==> config.mk <==
export PLATFORM = sky130hd
export DESIGN_NAME = rs232_transmitter
export DESIGN_NICKNAME = d
export VERILOG_FILES = /design/src/rtl/rs232_pkg.sv /design/src/rtl/rs232_tx_fifo.sv /design/src/rtl/rs232_transmitter.sv
export SDC_FILE = /design/constraint.sdc
export NUM_CORES = 1
export LEC_CHECK = 0
export BUFFER_PORTS_ARGS = -buffer_cell sky130_fd_sc_hd__buf_2
export CAP_MARGIN = 20
export CORE_AREA = 2 2 80 82
export CTS_BUF_LIST = sky130_fd_sc_hd__clkbuf_8
export CTS_CLUSTER_DIAMETER = 30
export DETAILED_ROUTE_END_ITERATION = 12
export DIE_AREA = 0 0 82 84
export PLACE_DENSITY = 0.76
export SYNTH_ARGS = -nofsm -noshare
export SYNTH_HDL_FRONTEND = slang
export SYNTH_HIERARCHICAL = 1
export SYNTH_SLANG_ARGS = --single-unit
==> constraint.sdc <==
create_clock -name clk -period 2.7 [get_ports clk]
set_clock_uncertainty 0.15 [all_clocks]
set_input_delay 0.135 -clock clk [delete_from_list [all_inputs] [get_ports clk]]
set_output_delay 0.135 -clock clk [all_outputs]
set_load 0.01 [all_outputs]
==> src/rtl/rs232_pkg.sv <==
// Shared definitions for the RS-232 transmit and receive paths: line timing default
// and the transmit FSM state encoding.
package rs232_pkg;

    // 9600 baud from a 30 MHz clock; the receiver derives its bit timing from the same value.
    localparam int unsigned CLK_DIVIDER_DEFAULT = 3125;
    localparam int unsigned TICK_W              = 16;

    typedef enum logic [2:0] {
        StIdle  = 3'd0,
        StStart = 3'd1,
        StData  = 3'd2,
        StStop  = 3'd3
    } tx_state_e;

endpackage

==> src/rtl/rs232_tx_fifo.sv <==
// Byte FIFO feeding the transmitter; head byte is visible on dout while not empty.
// Pushes while full and pops while empty are ignored.
module rs232_tx_fifo #(
    parameter int unsigned DEPTH = 4,
    parameter int unsigned PTR_W = $clog2(DEPTH)
) (
    input  logic           clk,
    input  logic           rst,
    input  logic           push,
    input  logic [7:0]     din,
    input  logic           pop,
    output logic [7:0]     dout,
    output logic           full,
    output logic           empty,
    output logic [PTR_W:0] count
);

    logic [7:0]       mem_q [DEPTH];
    logic [PTR_W-1:0] wr_ptr_q, wr_ptr_d;
    logic [PTR_W-1:0] rd_ptr_q, rd_ptr_d;
    logic [PTR_W:0]   count_q, count_d;
    logic             do_push, do_pop;

    assign full    = (count_q == (PTR_W+1)'(DEPTH));
    assign empty   = (count_q == '0);
    assign count   = count_q;
    assign dout    = mem_q[rd_ptr_q];
    assign do_push = push && !full;
    assign do_pop  = pop && !empty;

    always_comb begin
        wr_ptr_d = wr_ptr_q;
        rd_ptr_d = rd_ptr_q;
        count_d  = count_q;
        if (do_push) begin
            wr_ptr_d = wr_ptr_q + PTR_W'(1);
        end
        if (do_pop) begin
            rd_ptr_d = rd_ptr_q + PTR_W'(1);
        end
        // Simultaneous push and pop leave the occupancy unchanged.
        if (do_push && !do_pop) begin
            count_d = count_q + (PTR_W+1)'(1);
        end else if (do_pop && !do_push) begin
            count_d = count_q - (PTR_W+1)'(1);
        end
    end

    always_ff @(posedge clk) begin
        if (rst) begin
            wr_ptr_q <= '0;
            rd_ptr_q <= '0;
            count_q  <= '0;
        end else begin
            wr_ptr_q <= wr_ptr_d;
            rd_ptr_q <= rd_ptr_d;
            count_q  <= count_d;
        end
    end

    always_ff @(posedge clk) begin
        if (!rst && do_push) begin
            mem_q[wr_ptr_q] <= din;
        end
    end

endmodule

==> src/rtl/rs232_transmitter.sv <==
// Buffered RS-232 transmitter: 8N1 frames, LSB first, CLK_DIVIDER clocks per bit,
// queued bytes sent back-to-back with no idle gap between frames.
module rs232_transmitter
    import rs232_pkg::*;
#(
    parameter int unsigned CLK_DIVIDER = CLK_DIVIDER_DEFAULT,
    parameter int unsigned FIFO_DEPTH  = 4
) (
    input  logic       clk,
    input  logic       rst,
    input  logic [7:0] data,
    input  logic       data_valid,
    output logic       ready,
    output logic       tx,
    output logic       busy,
    output logic       frame_done
);

    localparam int unsigned CNT_W = $clog2(FIFO_DEPTH) + 1;
    localparam logic [TICK_W-1:0] TickLast = TICK_W'(CLK_DIVIDER - 1);

    tx_state_e         state_q, state_d;
    logic [TICK_W-1:0] tick_q, tick_d;
    logic [2:0]        bit_cnt_q, bit_cnt_d;
    logic [7:0]        shift_q, shift_d;
    logic              tx_q, tx_d;
    logic              frame_done_q, frame_done_d;

    logic              fifo_pop;
    logic [7:0]        fifo_dout;
    logic              fifo_full;
    logic              fifo_empty;
    logic [CNT_W-1:0]  fifo_count;
    logic              tick_last;

    rs232_tx_fifo #(
        .DEPTH (FIFO_DEPTH)
    ) u_fifo (
        .clk   (clk),
        .rst   (rst),
        .push  (data_valid),
        .din   (data),
        .pop   (fifo_pop),
        .dout  (fifo_dout),
        .full  (fifo_full),
        .empty (fifo_empty),
        .count (fifo_count)
    );

    assign ready      = (fifo_count != CNT_W'(FIFO_DEPTH));
    assign busy       = (state_q != StIdle) || (fifo_count != '0);
    assign tx         = tx_q;
    assign frame_done = frame_done_q;
    assign tick_last  = (tick_q == TickLast);

    always_comb begin
        state_d      = state_q;
        tick_d       = tick_q + TICK_W'(1);
        bit_cnt_d    = bit_cnt_q;
        shift_d      = shift_q;
        tx_d         = tx_q;
        frame_done_d = 1'b0;
        fifo_pop     = 1'b0;

        case (state_q)
            StIdle: begin
                tick_d = '0;
                tx_d   = 1'b1;
                if (!fifo_empty) begin
                    fifo_pop = 1'b1;
                    shift_d  = fifo_dout;
                    tx_d     = 1'b0;
                    state_d  = StStart;
                end
            end
            StStart: begin
                if (tick_last) begin
                    tick_d    = '0;
                    tx_d      = shift_q[0];
                    shift_d   = {1'b0, shift_q[7:1]};
                    bit_cnt_d = '0;
                    state_d   = StData;
                end
            end
            StData: begin
                if (tick_last) begin
                    tick_d = '0;
                    if (bit_cnt_q == 3'd7) begin
                        tx_d    = 1'b1;
                        state_d = StStop;
                    end else begin
                        tx_d      = shift_q[0];
                        shift_d   = {1'b0, shift_q[7:1]};
                        bit_cnt_d = bit_cnt_q + 3'd1;
                    end
                end
            end
            StStop: begin
                if (tick_last) begin
                    tick_d       = '0;
                    frame_done_d = 1'b1;
                    // Chain straight into the next start bit when more data is queued.
                    if (!fifo_empty) begin
                        fifo_pop = 1'b1;
                        shift_d  = fifo_dout;
                        tx_d     = 1'b0;
                        state_d  = StStart;
                    end else begin
                        state_d = StIdle;
                    end
                end
            end
            default: begin
                state_d   = StIdle;
                tick_d    = '0;
                bit_cnt_d = '0;
                tx_d      = 1'b1;
            end
        endcase
    end

    always_ff @(posedge clk) begin
        if (rst) begin
            state_q      <= StIdle;
            tick_q       <= '0;
            bit_cnt_q    <= '0;
            shift_q      <= '0;
            tx_q         <= 1'b1;
            frame_done_q <= 1'b0;
        end else begin
            state_q      <= state_d;
            tick_q       <= tick_d;
            bit_cnt_q    <= bit_cnt_d;
            shift_q      <= shift_d;
            tx_q         <= tx_d;
            frame_done_q <= frame_done_d;
        end
    end

endmodule

# After elaboration in Yosys (flattened, before gate mapping)

Memory sizes are Yosys's and may differ from the RTL's. A register that Yosys moved wholly into a read port is not among the register bits.
Index checks and enable logic that the tools add are counted.

Bits in writable memories: 32
Memories: 1
Word-level logic and storage cells: 92
Input port bits: 11
Register bits: 39

Memories:

| memory       | depth | bits a word | read ports | clocked after memory_dff | write ports | line                | source |
|---|---|---|---|---|---|---|---|
| u_fifo.mem_q | 4     | 8           | 1          | 1                        | 1           | rs232_tx_fifo.sv:18 | `logic [7:0] mem_q [DEPTH];` |

Equality and inequality tests: 14
$add $sub $neg: 6
Reductions and logical operators: 25
Bitwise gates (word level): 3
Mux-type cells: 34

Operators with widths:

| operator              | number |
|---|---|
| $mux 8                | 5 |
| $pmux 8 s4            | 1 |
| $mux 3                | 10 |
| $add 16x1->16 const B | 1 |
| $eq 16x12->1 const B  | 1 |
| $ne 2x2->1 const B    | 7 |
| $mux 1                | 12 |
| $pmux 3 s4            | 1 |
| $reduce_and 5->1      | 2 |
| $pmux 3 s3            | 1 |
| $reduce_and 4->1      | 2 |
| $add 3x1->3 const B   | 2 |
| $eq 3x2->1 const B    | 2 |
| $eq 3x3->1 const B    | 2 |
| $logic_not 3->1       | 2 |
| $reduce_bool 3->1     | 2 |
| $reduce_or 3->1       | 2 |
| $logic_and 1x1->1     | 5 |
| $logic_not 1->1       | 5 |
| $add 2x1->2 const B   | 2 |
| $mux 2                | 2 |
| $pmux 1 s4            | 1 |
| $reduce_bool 4->1     | 1 |
| $reduce_or 2->1       | 2 |
| 7 further kinds       | 9 |

# Longest topological paths before layout

Gate-level depths: netlist of the first run.

Word-level depth: 8
Depth in mapped cells: 14
Depth with buffers taken out: 13

# Cells and area by module

Netlist of the first run, hierarchy kept.

By module, submodules not included:

| module            | sequential area each (um^2) | area each (um^2) | cells an instance | instances |
|---|---|---|---|---|
| rs232_transmitter | 620.6                       | 1,717.9          | 188               | 1 |
| rs232_tx_fifo     | 1,141.1                     | 1,637.8          | 91                | 1 |

# Worst setup path before layout of the first run

No wires, ideal clock.

Kind: register to register
From: reg state_q[1]
To: reg u_fifo.count_q[2] (netlist: u_fifo/count[2])
Stages on the path, launching flop included: 12
Required time: 2.479 ns
Clock period less this slack: 2.829 ns
Setup time: 0.071 ns
Slack: -0.129 ns
Arrival time: 2.608 ns
Path buffers: 1
Cells stage by stage: dfxtp_1 -> inv_1 -> ha_1 -> clkbuf_1 -> nor3_1 -> o31ai_1 -> ha_1 -> inv_1 -> fa_1 -> xor2_1 -> or3_1 -> a21oi_1

Cells in the longest elaborated chain, start to end: 6
Elaborated cells on any way between the ends: 9
Classes of those cells: 1 x eq/ne; 2 x mux; 6 x reduce/logical

Ends and longest elaborated chain:

| element                                              | line                     | source |
|---|---|---|
| from (decl)                                          | rs232_transmitter.sv:22  | `tx_state_e state_q, state_d;` |
| from (signal assigned)                               | rs232_transmitter.sv:124 | `state_q <= StIdle;` |
| from (signal assigned)                               | rs232_transmitter.sv:131 | `state_q <= state_d;` |
| $eq 3x2->1 / $logic_not 3->1 (equally long branches) | rs232_transmitter.sv:65  | `case (state_q)` |
| $pmux 1 s2 (*)                                       | rs232_transmitter.sv:65  |  |
| via fifo_pop                                         | rs232_transmitter.sv:29  | `logic fifo_pop;` |
| $logic_and 1x1->1 (*)                                | rs232_tx_fifo.sv:29      | `assign do_pop = pop && !empty;` |
| $logic_not 1->1                                      | rs232_tx_fifo.sv:42      | `if (do_push && !do_pop) begin` |
| $logic_and 1x1->1                                    | rs232_tx_fifo.sv:42      |  |
| $mux 3 / $reduce_bool 2->1 (equally long branches)   | n/a                      |  |
| to (signal assigned)                                 | rs232_tx_fifo.sv:57      | `count_q <= count_d;` |
| to (decl)                                            | rs232_tx_fifo.sv:21      | `logic [PTR_W:0] count_q, count_d;` |

Mark *: on every way through the listed nets, which the timed path passes. The rest lies on a longest branch.
A chain may end at the register's enable or synchronous reset.

# Worst setup path after layout of the first run

From: reg tick_q[1]
To: reg u_fifo.count_q[2] (netlist: u_fifo/count[2])

Cells in the longest elaborated chain, start to end: 7
Elaborated cells on any way between the ends: 9
Classes of those cells: 1 x eq/ne; 3 x mux; 5 x reduce/logical

Ends and longest elaborated chain:

| element                                            | line                     | source |
|---|---|---|
| from (decl)                                        | rs232_transmitter.sv:23  | `logic [TICK_W-1:0] tick_q, tick_d;` |
| from (signal assigned)                             | rs232_transmitter.sv:132 | `tick_q <= tick_d;` |
| $eq 16x12->1 (*)                                   | rs232_transmitter.sv:54  | `assign tick_last = (tick_q == TickLast);` |
| $mux 1 (*)                                         | rs232_transmitter.sv:99  | `if (tick_last) begin` |
| $pmux 1 s2 (*)                                     | rs232_transmitter.sv:65  |  |
| via fifo_pop                                       | rs232_transmitter.sv:29  |  |
| $logic_and 1x1->1 (*)                              | rs232_tx_fifo.sv:29      |  |
| $logic_not 1->1                                    | rs232_tx_fifo.sv:42      |  |
| $logic_and 1x1->1                                  | rs232_tx_fifo.sv:42      |  |
| $mux 3 / $reduce_bool 2->1 (equally long branches) | n/a                      |  |

Marks and branches as above.

==> results of run 1 <==
[critical path: cells and delay by family (launching register included)]
family / cells / cell delay, ns
adder cells (fa/ha/maj): 3 / 0.72
XOR/XNOR: 1 / 0.15
flip-flops: 1 / 0.35
AND/OR/NAND/NOR: 4 / 0.75
AO/OA/AOI/OAI: 3 / 0.35
buffers and inverters: 2 / 0.08
[logic make-up after synthesis]
logic type / share of synthesized area
fa+ha+maj: 0.0544
buf+inv: 0.0377
mux: 0.113
compound gates: 0.0451
flops: 0.525
xor+xnor: 0.0444
simple gates: 0.180
[synthesized netlist by cell type (all sizes together) (8+ instances only)]
| cell type | number | area, um2 |
|---|---|---|
| nand2 | 11 | 41.3 |
| ha | 13 | 163 |
| xnor2 | 11 | 96.3 |
| nor2 | 34 | 193 |
| dfxtp | 40 | 801 |
| edfxtp | 32 | 961 |
| mux4 | 8 | 180 |
| inv | 15 | 56.3 |
| mux2i | 12 | 120 |
| o21ai | 8 | 40.0 |
| nor3 | 9 | 45.0 |
[state kept, by name, summed over array words and instances (netlist names), named ones only]
name / count
u_fifo/mem_q: 32
tick_q: 16
shift_q: 8
bit_cnt_q: 3
u_fifo/count: 3
state_q: 2
u_fifo/rd_ptr_q: 2
u_fifo/wr_ptr_q: 2
frame_done: 1
tx: 1
[per-stage QoR]
step | hold slack (ns) | worst slack (ns)
2_1_floorplan | 0.0839 | 0.00913
3_3_place_gp | 0.198 | 0.0816
3_5_place_dp | 0.200 | 0.00142
4_1_cts | 0.132 | 0.00171
5_1_grt | 0.172 | -0.0467
6_report | 0.148 | 0.0761
[final timing paths]
path,endpoint,startpoint,cells after the start
setup / recovery,u_fifo/count[2],tick_q[1],13
setup reg to reg,u_fifo/count[2],tick_q[1],13
hold / removal,u_fifo/count[1],rst,2
hold reg to reg,bit_cnt_q[1],bit_cnt_q[1],2
[area by class of cell]
class | count | area [um2] | share of cell area
flip-flops and latches | 72 | 1760 | 0.444
multi-input cells | 182 | 1530 | 0.385
repair buffers | 39 | 293 | 0.0737
clock buffers | 9 | 124 | 0.0312
clock inverters | 7 | 111 | 0.0280
well taps | 77 | 96.3 | 0.0242
inverters | 15 | 56.3 | 0.0142
[metal layers]
layer	vias up	global-route usage	part of all wire	wire, um
met5	-	0	0	0
met4	0	0.105	0.021	119
met3	11	0.0476	0.025	147
met2	30	0.308	0.52	3030
met1	1024	0.226	0.43	2500
li1	1078	-	-	-
[power breakdown]
| part | switching, mW | total [mW] | internal, mW |
|---|---|---|---|
| registers | 0.100 | 1.35 | 1.25 |
| clock network | 0.449 | 0.993 | 0.544 |
| logic | 0.592 | 1.17 | 0.581 |
[what timing repair did]
action                                  CTS  global route
cloned                                    0             0
setup buffers                             1             3
gates resized for setup                   1             9
hold endpoints to repair                 33             0
endpoints found under the setup margin    1             2
pin swaps                                 1             4
hold buffers                              9             0
==> flow_summary.toml, run 1 <==
[setup_path]
crit_path_max_fanout = 2
worstPathArrival_ns = 2.76
critical_path_class = "flip-flop to flip-flop"
cp_slowest_cell = "dfxtp_2"
start_kind = "flip-flop"
cp.required_ns = 2.83
slowest_delay_ns = 0.35
path_common_cell = "inv_2"
end_kind = "flip-flop"
path_cells = "inv_2 -> ha_4 -> and4b_1 -> and4_4 -> a21oi_2 -> nor3_2 -> o31ai_2 -> ha_2 -> inv_2 -> fa_2 -> xor2_2 -> or3_1 -> a21oi_1"
rrSetupSlack_ns = 0.08

[clock_tree]
cts_num_sinks = 72
h-tree-depth = 3
numCtsBuffers = 9
clock_path_buffers = 2
clk_latency_ns = 0.35
clk_pin_slew_worst_paths_ns = 0.08
clockRootBuffer = "clkbuf_8"
cts_tree = "built"

[yosys]
ys_ff_latch = 72
yosysWarnings = 6
synth_top_flop_cell = "dfxtp_1"
synth_edf_count = 32
ys_types = 47
syn_nets = 304
ys_seq_area_frac = 0.525
async_reset_ff_frac = 0
synth_area_per_cell_um2 = 12.0
syn_inst = 279
syn-cell-area_mm2 = 0.00336

[global_route]
grt_antenna_before_repair = 0
grt_pass1_wl_mm = 9.76
grt_max_degree = 40
grtUsageTotal = 0.190
gr-total-overflow = 0
grt_pass1_vias = 2157

[power]
p_per_area_mw_per_mm2 = 885
peakVddDrop_mv = 0.708
p_leak_nw = 1.40
p_total_mw = 3.52

[detailed_routing]
drtAntennaViolNets = 0
drt_iter0_drc = 110
viasPerCell = 5.34
remaining_drc_errors = 0
wirelength_mm = 5.80
dr.pass1.iters = 4
wl_per_cell_um = 14.5
vias = 2143

[status]
status = "completed"

[die]
boundaryPins = 15
core_mm2 = 0.00610
start_util = 0.550
fp-row-count = 29
dieArea_mm2 = 0.00689
fp.dieH_um = 84
die-width_um = 82

[timing]
worst_pin_slew_ns = 0.655
grt_setup_unrepaired = "yes"
maxSlewViolCount = 0
timing.fmax_mhz = 381
fin_crit_ns = 2.62
period_share = 0.972
tns_ns = 0
slew_headroom = 0.563
finalSetupViolations = 0
hold_viol_final = 0

[final_layout]
drive_gt1_frac = 0.284
area_growth_pct = 18.5
stdcell_count = 401
finalCoreUtilization = 0.652
diodes = 0
final_nets = 344
mostFrequentLayoutCell = "dfxtp_1"
fillCellCount = 464
layout_common_cells = "dfxtp_1, edfxtp_1, nor2_1"
final_area_mm2 = 0.00398

[hold_path]
min-delay-path-class = "input port to flip-flop"

[run]
drv_cap = 0

[placed_design]
io_buffers = 14
dpl.hpwl_mm = 3.78
dp.cells = 372
dpl_cell_area_mm2 = 0.00357
gp_congestion = 0.757
(Power assumes the default switching activity.)
==> inputs of run 2 (changes only) <==
--- a/config.mk
+++ b/config.mk
@@ -5,13 +5,14 @@
 export SDC_FILE = /design/constraint.sdc
 export NUM_CORES = 1
 export LEC_CHECK = 0
+export ABC_AREA = 1
 export BUFFER_PORTS_ARGS = -buffer_cell sky130_fd_sc_hd__buf_2
 export CAP_MARGIN = 20
-export CORE_AREA = 2 2 80 82
+export CORE_AREA = 2 2 82 84
 export CTS_BUF_LIST = sky130_fd_sc_hd__clkbuf_8
 export CTS_CLUSTER_DIAMETER = 30
 export DETAILED_ROUTE_END_ITERATION = 12
-export DIE_AREA = 0 0 82 84
+export DIE_AREA = 0 0 84 86
 export PLACE_DENSITY = 0.76
 export SYNTH_ARGS = -nofsm -noshare
 export SYNTH_HDL_FRONTEND = slang
==> flow_summary.toml, run 2 <==
[status]
status = "completed"

[setup_path]
critical_path_class = "flip-flop to flip-flop"
start_kind = "flip-flop"
rrSetupSlack_ns = 0.19
crit_path_max_fanout = 4
end_kind = "flip-flop"
path_cells = "inv_1 -> ha_1 -> nand4_1 -> nor2_1 -> nand4_1 -> a21oi_2 -> nand2_2 -> ha_1 -> inv_1 -> fa_1 -> o21ai_0 -> nor2_1"
worstPathArrival_ns = 2.60
timing.rr.end = "u_fifo/count[1]"
ff2ff_path_depth = 12
cp.required_ns = 2.79
cp_slowest_cell = "fa_1"
r2r_start = "tick_q[0]"
slowest_delay_ns = 0.42

[yosys]
ys_types = 35
synth_area_per_cell_um2 = 8.40
muxShareOfSynthArea = 0.00853
yosysWarnings = 6
yosys.area_share.simple = 0.275
yosysMostFrequentCell = "nand2_1"
yosysTopAreaCellShare = 0.273
ys_ff_latch = 72
synthXorXnorAreaFrac = 0.00249
synth_area_leaders = "edfxtp_1, dfxtp_1, nand2_1, nor2_1, inv_1"
syn_nets = 444
synth_edf_count = 32
syn_inst = 419
synth-adder-area-share = 0.0519
yosysTopAreaCell = "edfxtp_1"
synth_compound_area_frac = 0.0956
synth_common_cells = "nand2_1, nor2_1, inv_1, dfxtp_1, edfxtp_1"
synth_top_flop_cell = "dfxtp_1"
syn-cell-area_mm2 = 0.00352
synth_top_family_by_area = "simple AND/OR/NAND/NOR gates"
async_reset_ff_frac = 0
ys_seq_area_frac = 0.500

[placed_design]
io_buffers = 14
gp_congestion = 0.911
dpl.hpwl_mm = 4.81

[final_layout]
area_growth_pct = 13.7
diodes = 0
largest_register = "u_fifo/mem_q"
largest_register_ffs = 32
mostFrequentLayoutCell = "nand2_1"
reg_top3 = "u_fifo/mem_q (32), tick_q (16), shift_q (8)"
drive_gt1_frac = 0.142
finalCoreUtilization = 0.638
final_nets = 479
layout_common_cells = "nand2_1, nor2_1, inv_1"

[run]
drv_cap = 0

[timing]
slew_headroom = 0.709
finalSetupViolations = 0
tns_ns = 0
maxSlewViolCount = 0
worst_pin_slew_ns = 0.432
period_share = 0.930
timing.fmax_mhz = 398
hold_viol_final = 0
grt_setup_unrepaired = "no"
fin_crit_ns = 2.51

[global_route]
met1_usage = 0.227
grt_max_degree = 17
grt_pass1_wl_mm = 11.6
gr-total-overflow = 0
met3_usage = 0.0635
grt-busiest-layer = "met2"
grt_antenna_before_repair = 0
grtUsageTotal = 0.206
grtUsageMet2 = 0.367
grt_pass1_vias = 2611

[power]
power.switching_mw = 1.42
p_leak_nw = 1.62
combPwrFrac = 0.369
p_per_area_mw_per_mm2 = 908
peakVddDrop_mv = 0.529
p_clk_frac = 0.247
p_sw_frac = 0.391
internal_power_mw = 2.22
seqPwrFrac = 0.383

[detailed_routing]
remaining_drc_errors = 0
wl_per_cell_um = 13.1
drtAntennaViolNets = 0
dr.pass1.iters = 4
vias = 2825
wirelength_mm = 7.04
drt_iter0_drc = 228
viasPerCell = 5.27

[clock_tree]
clk_pin_slew_worst_paths_ns = 0.08
cts_tree = "built"
post_cts_buffers = 0
clockRootBuffer = "clkbuf_8"
numCtsBuffers = 9
cts_num_sinks = 72
h-tree-depth = 3
clock_path_buffers = 2
clk_latency_ns = 0.35

[die]
fp.dieH_um = 86
start_util = 0.561
boundaryPins = 15
core_mm2 = 0.00628
fp-row-count = 29
die-width_um = 84
dieArea_mm2 = 0.00722

[hold_path]
min_from = "tick_q[0]"
min_path_cells = 1
min-delay-path-class = "flip-flop to flip-flop"
hold_path_end = "tick_q[0]"
[run 2: routing by layer]
layer / up-vias / wire (um) / part of all wire
met5: - / 0 / 0
met4: 0 / 106 / 0.015
met3: 9 / 292 / 0.042
met2: 59 / 3610 / 0.51
met1: 1302 / 3030 / 0.43
li1: 1455 / - / -
[run 2: cell families (layout without fill, tap and decap cells)]
group           after synthesis  count (layout)
compound gates               58              58
xor+xnor                      1               1
fa+ha+maj                    14              14
buf+inv                      57              97
flops                        72              72
mux                           3               3
simple gates                214             214
[run 2: worst max-delay path by stage]
stage,from,endpoint,slack (ns)
global placement,tick_q[0],u_fifo/count[1],0.29
CTS,tick_q[0],u_fifo/count[1],0.16
floorplan,state_q[0],u_fifo/count[1],0.39
finish,tick_q[0],u_fifo/count[1],0.19
global route,tick_q[1],u_fifo/count[1],0.03
detailed placement,tick_q[0],u_fifo/count[1],0.17
[run 2: final cells by class]
cell class	instances	area, um2
fill	529	2270
sequential	72	1760
multi-input combinational	290	1530
timing repair buffer	30	215
inverter	51	191
clock buffer	9	124
tap	77	96.3
clock inverter	7	85.1
[run 2: per-stage QoR]
| step | total power [mW] | hold WS, ns | cells | setup slack [ns] | area, um2 |
|---|---|---|---|---|---|
| floorplan | 2.44 | 0.0541 | 419 | 0.387 | 3520 |
| global placement | 2.69 | 0.197 | 510 | 0.289 | 3690 |
| detailed placement | 2.73 | 0.199 | 510 | 0.169 | 3690 |
| CTS | 3.63 | 0.318 | 536 | 0.162 | 4000 |
| global route | 3.91 | 0.354 | 536 | 0.0265 | 4000 |
| finish | 3.64 | 0.312 | 536 | 0.188 | 4000 |
[run 2: what timing repair did]
item,4_1_cts,5_1_grt
hold endpoints to repair,43,0
resized for setup,0,1
setup endpoints to repair,0,1
hold buffers,10,0
[run 2: power by group through the flow]
stage               combinational, mW  sequential, mW  clock (mW)
detailed placement               1.32            1.42           0
finish                           1.34            1.39       0.900
floorplan                        1.05            1.39           0
global placement                 1.28            1.41           0
global route                     1.52            1.42       0.974
CTS                              1.33            1.39       0.910
[run 2: critical path: cells and delay by family (launching register included)]
kind                     cells  cell delay (ns)
AO/OA/AOI/OAI                2             0.40
adder cells (fa/ha/maj)      3             0.82
buffers and inverters        2             0.17
flip-flops                   1             0.34
AND/OR/NAND/NOR              5             0.53
==> inputs of run 3 (changes only) <==
--- a/config.mk
+++ b/config.mk
@@ -13,8 +13,7 @@
 export CTS_CLUSTER_DIAMETER = 30
 export DETAILED_ROUTE_END_ITERATION = 12
 export DIE_AREA = 0 0 84 86
-export PLACE_DENSITY = 0.76
+export PLACE_DENSITY = 0.78
 export SYNTH_ARGS = -nofsm -noshare
 export SYNTH_HDL_FRONTEND = slang
-export SYNTH_HIERARCHICAL = 1
 export SYNTH_SLANG_ARGS = --single-unit
==> flow_summary.toml, run 3 <==
[die]
die-width_um = 84
fp.dieH_um = 86
fp-row-count = 29
core_mm2 = 0.00628
dieArea_mm2 = 0.00722
start_util = 0.575
boundaryPins = 15

[setup_path]
critical_path_depth = 13
worstPathArrival_ns = 2.46
path_common_cell = "inv_1"
cp_top_family = "adder cells"
path_cells = "inv_1 -> ha_1 -> inv_1 -> o211ai_1 -> inv_1 -> nand2_1 -> ha_1 -> inv_1 -> fa_1 -> a21oi_1 -> o21ai_1 -> o21ai_1 -> a21oi_1"
timing.rr.end = "u_fifo.count[2]"
endpoint = "u_fifo.count[2]"
r2r_start = "state_q[0]"
crit_buf_inv = 4
cp-startpoint = "state_q[0]"
slowest_delay_ns = 0.40
end_kind = "flip-flop"
critical_path_class = "flip-flop to flip-flop"
start_kind = "flip-flop"
crit_path_max_fanout = 4
cp.required_ns = 2.77
ff2ff_path_depth = 13
rrSetupSlack_ns = 0.31
cp_slowest_cell = "fa_1"

[clock_tree]
cts_num_sinks = 72
numCtsBuffers = 9
clock_path_buffers = 2
clk_pin_slew_worst_paths_ns = 0.09
clk_latency_ns = 0.34
clockRootBuffer = "clkbuf_8"
h-tree-depth = 3
cts_tree = "built"
post_cts_buffers = 0

[status]
status = "completed"

[yosys]
ys_types = 35
ys_ff_latch = 72
yosysMostFrequentCell = "nand2_1"
syn_nets = 469
yosysTopAreaCell = "edfxtp_1"
syn-cell-area_mm2 = 0.00361
yosysTopAreaCellShare = 0.266
synth_area_leaders = "edfxtp_1, dfxtp_1, nand2_1, inv_1, nand3_1"
synth_edf_count = 32
async_reset_ff_frac = 0
yosysWarnings = 0
synth_area_per_cell_um2 = 8.14
ys_seq_area_frac = 0.488
synth_common_cells = "nand2_1, inv_1, nor2_1, dfxtp_1, nand3_1"
syn_inst = 444
synth_top_flop_cell = "dfxtp_1"

[placed_design]
dpl.hpwl_mm = 4.86
post-place-ws_ns = 0.255
io_buffers = 14
gp_congestion = 0.829

[global_route]
gr-total-overflow = 0
grtUsageTotal = 0.214
grt_pass1_wl_mm = 12.3
grt_antenna_before_repair = 0
grt_pass1_vias = 2872
grt_max_degree = 22

[power]
p_per_area_mw_per_mm2 = 941
p_leak_nw = 1.80
peakVddDrop_mv = 0.646

[hold_path]
min-delay-path-class = "input port to flip-flop"

[detailed_routing]
dr.pass1.iters = 4
vias = 2841
wl_per_cell_um = 12.8
wirelength_mm = 7.08
drtAntennaViolNets = 0
drt_iter0_drc = 113
viasPerCell = 5.12
remaining_drc_errors = 0

[final_layout]
area_growth_pct = 11.8
reg_top3 = "u_fifo.mem_q (32), tick_q (16), shift_q (8)"
drive_gt1_frac = 0.140
layout_common_cells = "nand2_1, inv_1, nor2_1"
mostFrequentLayoutCell = "nand2_1"
largest_register_ffs = 32
largest_register = "u_fifo.mem_q"
diodes = 0
fillCellCount = 533
final_nets = 498
finalCoreUtilization = 0.643

[timing]
period_share = 0.885
finalSetupViolations = 0
tns_ns = 0
setup_slack_ns = 0.311
maxSlewViolCount = 0
grt_setup_unrepaired = "no"
timing.fmax_mhz = 419
fin_crit_ns = 2.39
worst_pin_slew_ns = 0.640
hold_viol_final = 0
slew_headroom = 0.573

[run]
drv_cap = 0
==> run 3: changes by cell type after synthesis, sizes merged, moves of 7 or more <==
cell,delta
a21oi,+14
inv,+24
nand2,+17
nand3,+20
nand4,-7
nor2,-23
o21ai,-14
o22ai,-8
==> run 3: layout make-up <==
cell class	instances	area [um2]	share of cell area
clock inverter	7	71.3	0.0177
timing repair buffer	30	213	0.0527
multi-input combinational	284	1480	0.367
inverter	76	287	0.0710
clock buffer	9	124	0.0307
tap	77	96.3	0.0239
sequential	72	1760	0.437
==> run 3: repair_timing <==
action,CTS,global route
hold buffers,9,0
gates resized for setup,0,4
endpoints found under the setup margin,0,1
endpoints found under the hold margin,35,0
==> run 3: cell families (layout without fill, tap and decap cells) <==
group,count (synthesis),after routing,share of synthesized area
compound gates,51,51,0.0845
xor+xnor,7,7,0.0170
fa+ha+maj,14,14,0.0506
buf+inv,88,122,0.102
flops,72,72,0.488
simple gates,212,212,0.258
==> run 3: power breakdown <==
group,total (mW),internal (mW),switching [mW]
logic,1.51,0.554,0.955
registers,1.46,1.31,0.145
clock network,0.832,0.427,0.405
==> run 3: worst min-delay path by stage <==
stage / start / endpoint / slack, ns / cells past startpoint
6_report: data_valid / u_fifo.wr_ptr_q[0] / 0.01 / 3
5_1_grt: data_valid / u_fifo.wr_ptr_q[0] / 0.03 / 3
4_1_cts: data_valid / u_fifo.wr_ptr_q[0] / 0.002 / 3
3_5_place_dp: data[3] / u_fifo.mem_q[2][3] / 0.20 / 1
3_3_place_gp: data[7] / u_fifo.mem_q[1][7] / 0.20 / 1
2_1_floorplan: rst / frame_done / 0.06 / 1
==> run 3: per-layer routing <==
metal	global-route usage	routed length, um	up-vias
li1	-	-	1459
met1	0.253	3220	1325
met2	0.377	3580	45
met3	0.0481	171	12
met4	0.0924	117	0
met5	0	0	-
==> run 3: per-stage QoR <==
stage          cells  hold slack [ns]  area (um2)  power (mW)
5_1_grt          555           0.0293        4040        4.14
4_1_cts          555          0.00193        4040        3.81
6_report         555           0.0133        4040        3.80
3_3_place_gp     530            0.199        3750        2.89
3_5_place_dp     530            0.205        3750        2.96
2_1_floorplan    444           0.0618        3610        2.69
==> run 3: worst min-delay path, cell delays in order <==
cell     delay [ns]
buf_2          0.10
nand2_1        0.15
a21oi_1        0.09
